File: config.mk
export PLATFORM = sky130hd
export DESIGN_NAME = bft_stream_tx_flat
export DESIGN_NICKNAME = d
export VERILOG_FILES = /design/src/rtl/bft_pkg.sv /design/src/rtl/bft_stream_tx_if.sv /design/src/rtl/bft_credit_counter.sv /design/src/rtl/bft_stream_tx.sv /design/src/flat_wrapper.sv
export SDC_FILE = /design/constraint.sdc
export NUM_CORES = 1
export LEC_CHECK = 0
export ABC_AREA = 1
export BUFFER_PORTS_ARGS = -buffer_cell sky130_fd_sc_hd__buf_2
export CAP_MARGIN = 20
export CORE_MARGIN = 10
export CORE_UTILIZATION = 45
export DETAILED_ROUTE_END_ITERATION = 6
export GPL_TIMING_DRIVEN = 0
export PLACE_DENSITY_LB_ADDON = 0.05
export REMOVE_ABC_BUFFERS = 1
export SLEW_MARGIN = 30
export SYNTH_ARGS = -nofsm -noshare
export SYNTH_HDL_FRONTEND = slang
export SYNTH_SLANG_ARGS = --single-unit
File: constraint.sdc
create_clock -name clk -period 3.9 [get_ports clk]
set_input_delay 0 -clock clk [delete_from_list [all_inputs] [get_ports clk]]
set_output_delay 0 -clock clk [all_outputs]
set_load 0.05 [all_outputs]
File: src/rtl/bft_pkg.sv
// Shared BFT definitions: packet field positions, credit sizing and transmitter FSM states.
package bft_pkg;

  localparam int unsigned PACKET_BITS   = 49;
  localparam int unsigned PAYLOAD_BITS  = 32;
  localparam int unsigned NUM_LEAF_BITS = 4;
  localparam int unsigned NUM_PORT_BITS = 4;
  localparam int unsigned NUM_ADDR_BITS = 7;

  localparam int unsigned VALID_BIT = 48;
  localparam int unsigned LEAF_MSB  = 47;
  localparam int unsigned LEAF_LSB  = 44;
  localparam int unsigned PORT_MSB  = 43;
  localparam int unsigned PORT_LSB  = 40;
  localparam int unsigned ADDR_MSB  = 39;
  localparam int unsigned ADDR_LSB  = 33;
  localparam int unsigned CTRL_BIT  = 32;

  // Credits span 0..2**NUM_ADDR_BITS inclusive, hence one extra bit.
  localparam int unsigned CREDIT_BITS = NUM_ADDR_BITS + 1;
  localparam int unsigned CREDIT_MAX  = 2 ** NUM_ADDR_BITS;

  typedef enum logic [1:0] {
    IDLE  = 2'd0,
    SEND  = 2'd1,
    STALL = 2'd2
  } tx_state_e;

  typedef struct packed {
    logic                     valid;
    logic [NUM_LEAF_BITS-1:0] leaf;
    logic [NUM_PORT_BITS-1:0] port;
    logic [NUM_ADDR_BITS-1:0] addr;
    logic                     ctrl;
    logic [PAYLOAD_BITS-1:0]  payload;
  } bft_pkt_t;

endpackage

File: src/rtl/bft_stream_tx_if.sv
// Host stream plus BFT port bundle of one stream transmitter.
interface bft_stream_tx_if;
  import bft_pkg::*;

  logic [PAYLOAD_BITS-1:0] s_tdata;
  logic                    s_tvalid;
  logic                    s_tready;
  logic [PACKET_BITS-1:0]  din_bft;
  logic [PACKET_BITS-1:0]  dout_bft;
  logic                    resend;
  logic [CREDIT_BITS-1:0]  credits;

  modport master (
    output s_tdata, s_tvalid, din_bft, resend,
    input  s_tready, dout_bft, credits
  );

  modport slave (
    input  s_tdata, s_tvalid, din_bft, resend,
    output s_tready, dout_bft, credits
  );
endinterface

File: src/rtl/bft_credit_counter.sv
// Saturating credit counter: one optional decrement and one optional bulk return per cycle.
module bft_credit_counter
  import bft_pkg::*;
(
  input  logic                   clk,
  input  logic                   rst_n,
  input  logic                   i_dec,
  input  logic                   i_inc_en,
  input  logic [CREDIT_BITS-1:0] i_inc,
  output logic [CREDIT_BITS-1:0] o_credits
);

  localparam int unsigned SUM_BITS = CREDIT_BITS + 2;

  logic [CREDIT_BITS-1:0] r_credits;
  logic [CREDIT_BITS-1:0] w_credits_nxt;
  logic [SUM_BITS-1:0]    w_sum;

  // Decrement only happens with credits!=0, so the sum cannot go negative.
  always_comb begin
    w_sum = SUM_BITS'(r_credits) - SUM_BITS'(i_dec);
    if (i_inc_en) begin
      w_sum = w_sum + SUM_BITS'(i_inc);
    end
    w_credits_nxt = w_sum[CREDIT_BITS-1:0];
    if (w_sum > SUM_BITS'(CREDIT_MAX)) begin
      w_credits_nxt = CREDIT_BITS'(CREDIT_MAX);
    end
  end

  always_ff @(posedge clk or negedge rst_n) begin
    if (!rst_n) begin
      r_credits <= CREDIT_BITS'(CREDIT_MAX);
    end else begin
      r_credits <= w_credits_nxt;
    end
  end

  assign o_credits = r_credits;

endmodule

File: src/rtl/bft_stream_tx.sv
// Credit-based transmitter: packs a 32-bit valid/ready stream into BFT packets for one leaf input port.
module bft_stream_tx
  import bft_pkg::*;
#(
  parameter int unsigned DEST_LEAF = 0,
  parameter int unsigned DEST_PORT = 2,
  parameter int unsigned MY_PORT   = 2
) (
  input logic            clk,
  input logic            ap_rst_n,
  bft_stream_tx_if.slave bus
);

  tx_state_e                r_state;
  tx_state_e                w_state_nxt;
  bft_pkt_t                 r_dout;
  bft_pkt_t                 w_pkt_nxt;
  logic [NUM_ADDR_BITS-1:0] r_wr_addr;
  logic [CREDIT_BITS-1:0]   w_credits;
  logic                     w_tready_c;
  logic                     w_xfer;
  logic                     w_ret_en;
  logic                     w_unused_din;

  assign w_ret_en = bus.din_bft[VALID_BIT] && bus.din_bft[CTRL_BIT]
                 && (bus.din_bft[PORT_MSB:PORT_LSB] == NUM_PORT_BITS'(MY_PORT));
  assign w_unused_din = ^{bus.din_bft[LEAF_MSB:LEAF_LSB], bus.din_bft[ADDR_MSB:ADDR_LSB],
                          bus.din_bft[PAYLOAD_BITS-1:CREDIT_BITS]};

  assign w_tready_c = (r_state == SEND) && (w_credits != '0) && !bus.resend;
  assign w_xfer     = bus.s_tvalid && w_tready_c;

  bft_credit_counter u_credit (
    .clk       (clk),
    .rst_n     (ap_rst_n),
    .i_dec     (w_xfer),
    .i_inc_en  (w_ret_en),
    .i_inc     (bus.din_bft[CREDIT_BITS-1:0]),
    .o_credits (w_credits)
  );

  always_ff @(posedge clk or negedge ap_rst_n) begin
    if (!ap_rst_n) begin
      r_state <= IDLE;
    end else begin
      r_state <= w_state_nxt;
    end
  end

  always_comb begin
    w_state_nxt = r_state;
    unique case (r_state)
      IDLE:    w_state_nxt = SEND;
      SEND:    if (w_credits == '0) w_state_nxt = STALL;
      STALL:   if (w_credits != '0) w_state_nxt = SEND;
      default: w_state_nxt = IDLE;
    endcase
  end

  // Next outgoing packet: new word, held packet under back-pressure, or an empty slot.
  always_comb begin
    w_pkt_nxt = '0;
    if (w_xfer) begin
      w_pkt_nxt.valid   = 1'b1;
      w_pkt_nxt.leaf    = NUM_LEAF_BITS'(DEST_LEAF);
      w_pkt_nxt.port    = NUM_PORT_BITS'(DEST_PORT);
      w_pkt_nxt.addr    = r_wr_addr;
      w_pkt_nxt.ctrl    = 1'b0;
      w_pkt_nxt.payload = bus.s_tdata;
    end else if (bus.resend) begin
      w_pkt_nxt = r_dout;
    end
  end

  always_ff @(posedge clk or negedge ap_rst_n) begin
    if (!ap_rst_n) begin
      r_dout    <= '0;
      r_wr_addr <= '0;
    end else begin
      r_dout <= w_pkt_nxt;
      if (w_xfer) begin
        r_wr_addr <= r_wr_addr + NUM_ADDR_BITS'(1);
      end
    end
  end

  assign bus.s_tready = w_tready_c;
  assign bus.dout_bft = r_dout;
  assign bus.credits  = w_credits;

endmodule

File: src/flat_wrapper.sv
// flat-port wrapper written by rule: the top's interface ports become plain ports
module bft_stream_tx_flat import bft_pkg::*;
#(
  parameter int unsigned DEST_LEAF = 0,
  parameter int unsigned DEST_PORT = 2,
  parameter int unsigned MY_PORT   = 2
)
  (clk, ap_rst_n, bus_s_tdata, bus_s_tvalid, bus_din_bft, bus_resend, bus_s_tready, bus_dout_bft, bus_credits);
  bft_stream_tx_if bus_i ();
  input logic clk;
  input logic ap_rst_n;
  input wire logic [$bits(bus_i.s_tdata)-1:0] bus_s_tdata;
  input wire logic [$bits(bus_i.s_tvalid)-1:0] bus_s_tvalid;
  input wire logic [$bits(bus_i.din_bft)-1:0] bus_din_bft;
  input wire logic [$bits(bus_i.resend)-1:0] bus_resend;
  output wire logic [$bits(bus_i.s_tready)-1:0] bus_s_tready;
  output wire logic [$bits(bus_i.dout_bft)-1:0] bus_dout_bft;
  output wire logic [$bits(bus_i.credits)-1:0] bus_credits;
  assign bus_i.s_tdata = bus_s_tdata;
  assign bus_i.s_tvalid = bus_s_tvalid;
  assign bus_i.din_bft = bus_din_bft;
  assign bus_i.resend = bus_resend;
  assign bus_s_tready = bus_i.s_tready;
  assign bus_dout_bft = bus_i.dout_bft;
  assign bus_credits = bus_i.credits;
  bft_stream_tx #(.DEST_LEAF(DEST_LEAF), .DEST_PORT(DEST_PORT), .MY_PORT(MY_PORT)) u_core (.clk(clk), .ap_rst_n(ap_rst_n), .bus(bus_i));
endmodule
==> results.ini <==
[floorplanning]
pin_count=143
fp.dieArea_mm2=0.0105
start_util_pct=45.8
design.core.area_mm2=0.00672
row_count=30
die_h_um=103
die_w_um=103

[final_layout]
diodes=0
layout.nets=564
layout-drive-gt1-share_pct=30.8
finish.instance_area_mm2=0.00413
fin_util_pct=61.5
fillers=609
syn2layout_area_growth_pct=34.4
final_cells=551

[placement]
dp_slack_ps=-317
dpl_cell_area_mm2=0.00356
io_buffers=99
dp_cells=500
place.detailed.hpwl_mm=5.61
gp_congestion=0.799

[power]
p_leak_nw=2.36
p_per_area_mw_per_mm2=697
irDropWorstVdd_mv=0.449

[worst_setup_path]
crit_fanout=21
r2r_end=u_core.u_credit.o_credits[4]$_DFF_PN0_
crit_path_start_kind=flop
required_ps=4110
critPathCaptureType=flop
reg2reg_from=u_core.u_credit.o_credits[7]$_DFF_PN1_
reg2reg_slack_ps=360
worstSetupPathType=flop to flop
arrival_ps=3760
r2r_cells=20

[global_route]
overflow=0
grtUsageTotal_pct=14.6
grt_max_degree=58
grt_pass1_wl_mm=12.4
antenna_found_initial=0
grt_pass1_vias=2653

[timing]
finalMaxSlewViolations=0
rsz0062_at_grt=false
slew-limit-headroom_pct=49.4
skew_ps=5.11
finalSetupViolCount=0
period_share_pct=90.9
worst_hold_slack_ps=10.3
finalHoldViolCount=0
min_period_ps=3540
max_freq_ghz=0.282
setup_ws_ps=355
tightestPinTransition_ps=760

[cts]
htreeDepth=3
clock_sinks=57
numCtsBuffers=9
cts_tree=done
ctsLongestPathBuffers=2
clk_pin_slew_ps=60
clk_latency_ps=330
cts_root_buf=clkbuf_8

[routing]
drt_iter0_drc=108
wl_mm=7.87
drt_first_pass_iters=4
vias_per_cell=4.91
drc_errors=0
wl_per_cell_um=14.3
ant_nets=0
dr_total_vias=2706

[worst_hold_path]
min_path_cells=3
min_path_type=primary input to flop
min_from=bus_s_tvalid
min_to=u_core.bus.dout_bft[38]$_DFFE_PN0P_

[status]
status=completed

[yosys]
synth.avg_cell_area_um2=9.24
syn-cell-area_mm2=0.00308
ys.warnings.count=0
syn-instance-count=333
ys_types=34
yosys_register_bits=57
ys_seq_area_share_pct=46.4

[job]
cap_violations=0

## logic make-up (layout without fill, tap and decap cells)
kind of cell | after synthesis | after routing | share of synthesized area (%)
AO/OA/AOI/OAI | 54 | 54 | 13.1
flip-flops | 57 | 57 | 46.4
AND/OR/NAND/NOR | 133 | 133 | 22.4
other | 1 | 8 | 0.122
adder cells (fa/ha/maj) | 13 | 13 | 5.53
buffers and inverters | 68 | 199 | 10.5
XOR/XNOR | 7 | 7 | 1.99
## worst max-delay path, cell delays in order, from the launching register on
cell and delay (ps):
dfstp_2 540, inv_1 50, nand2_1 160, nor3_4 80
nor3_4 170, nand3_4 140, clkinv_8 130, ha_1 180
ha_1 250, nand4_2 170, xor2_1 190, ha_1 390
nand2_1 100, nor2_1 90, nand3_1 80, o211ai_1 90
nand2_1 120, o21ai_0 170, o21ai_4 130, nand2_2 130
nor2_1 50
## cells in the mapped netlist (all sizes together)
master  instances  share of area (%)
a21oi           6               0.98
a22o           33                9.4
and2            2               0.41
buf            14                3.9
clkbuf          5               0.61
conb            1               0.12
dfrtp          56                 46
dfstp           1               0.85
fa              1               0.65
ha             12                4.9
inv            49                6.0
nand2          70                8.9
nand3          34                6.5
nand3b          2               0.89
nand4           4                1.2
nor2           16                2.7
nor3            3                1.4
nor4            2               0.41
o211ai          1               0.24
o21a            1               0.24
o21ai          13                2.2
xnor2           1               0.28
xor2            6                1.7
## worst max path at each step
| stage | start | endpoint | slack (ps) | cells after the start |
|---|---|---|---|---|
| finish | u_core.u_credit.o_credits[7]$_DFF_PN1_ | u_core.u_credit.o_credits[4]$_DFF_PN0_ | 360 | 20 |
| global route | u_core.u_credit.o_credits[7]$_DFF_PN1_ | u_core.u_credit.o_credits[4]$_DFF_PN0_ | 40 | 20 |
| CTS | u_core.u_credit.o_credits[7]$_DFF_PN1_ | u_core.u_credit.o_credits[4]$_DFF_PN0_ | 20 | 19 |
| detailed placement | u_core.u_credit.o_credits[7]$_DFF_PN1_ | u_core.u_credit.o_credits[4]$_DFF_PN0_ | -320 | 19 |
| global placement | u_core.u_credit.o_credits[7]$_DFF_PN1_ | u_core.u_credit.o_credits[0]$_DFF_PN0_ | -270 | 19 |
| floorplan | u_core.u_credit.o_credits[5]$_DFF_PN0_ | u_core.u_credit.o_credits[0]$_DFF_PN0_ | 180 | 21 |
## sequential cells by signal, summed over array words and instances, names as in the netlist
signal / count
u_core.bus.dout_bft: 40
u_core.r_state: 2
u_core.r_wr_addr: 7
u_core.u_credit.o_credits: 8
## final cells by class
class | count | area, um^2 | area share, %
flip-flops and latches | 57 | 1430 | 34.5
multi-input cells | 215 | 1370 | 33.2
repair buffers | 133 | 836 | 20.2
inverters | 49 | 196 | 4.75
clock buffers | 11 | 141 | 3.42
well taps | 80 | 100 | 2.42
clock inverters | 5 | 55.1 | 1.33
repair inverters | 1 | 6.26 | 0.151
## metrics by stage
stage                     TNS (ps)  total power (W)
after floorplan                  0          0.00197
after global placement       -1850          0.00230
after detailed placement     -2100          0.00231
after CTS                        0          0.00290
after global routing             0          0.00309
final                            0          0.00288
## power breakdown
part,switching [W],internal (W),total [W]
clock,0.000230,0.000310,0.000540
combinational,0.00104,0.000439,0.00148
sequential,0.000107,0.000755,0.000862
## cells in the final DEF, fill, tap and decap left out, drive strengths merged, types with 4 or more instances in the layout
master	count
a21oi	6
xor2	6
nand4	4
nand2	70
nor2	16
inv	49
clkbuf	11
nand3	34
a22o	33
buf	100
conb	8
o21ai	13
dfrtp	56
ha	12
dlygate4sd3	33
## what timing repair did
item,CTS,global route
resized for setup,3,4
endpoints found under the setup margin,8,8
hold buffers,33,0
buffers inserted,0,1
pin swaps,0,1
gates cloned,1,0
hold endpoints to repair,88,0
## per-layer routing
metal	GRT usage (%)	part of all wire (%)	vias to the layer above
li1	-	-	1352
met1	19.0	46	1280
met2	23.3	46	72
met3	5.56	6.8	2
met4	1.63	0.28	0
met5	0	0	-
No activity file was read; power rests on OpenSTA's default activity.
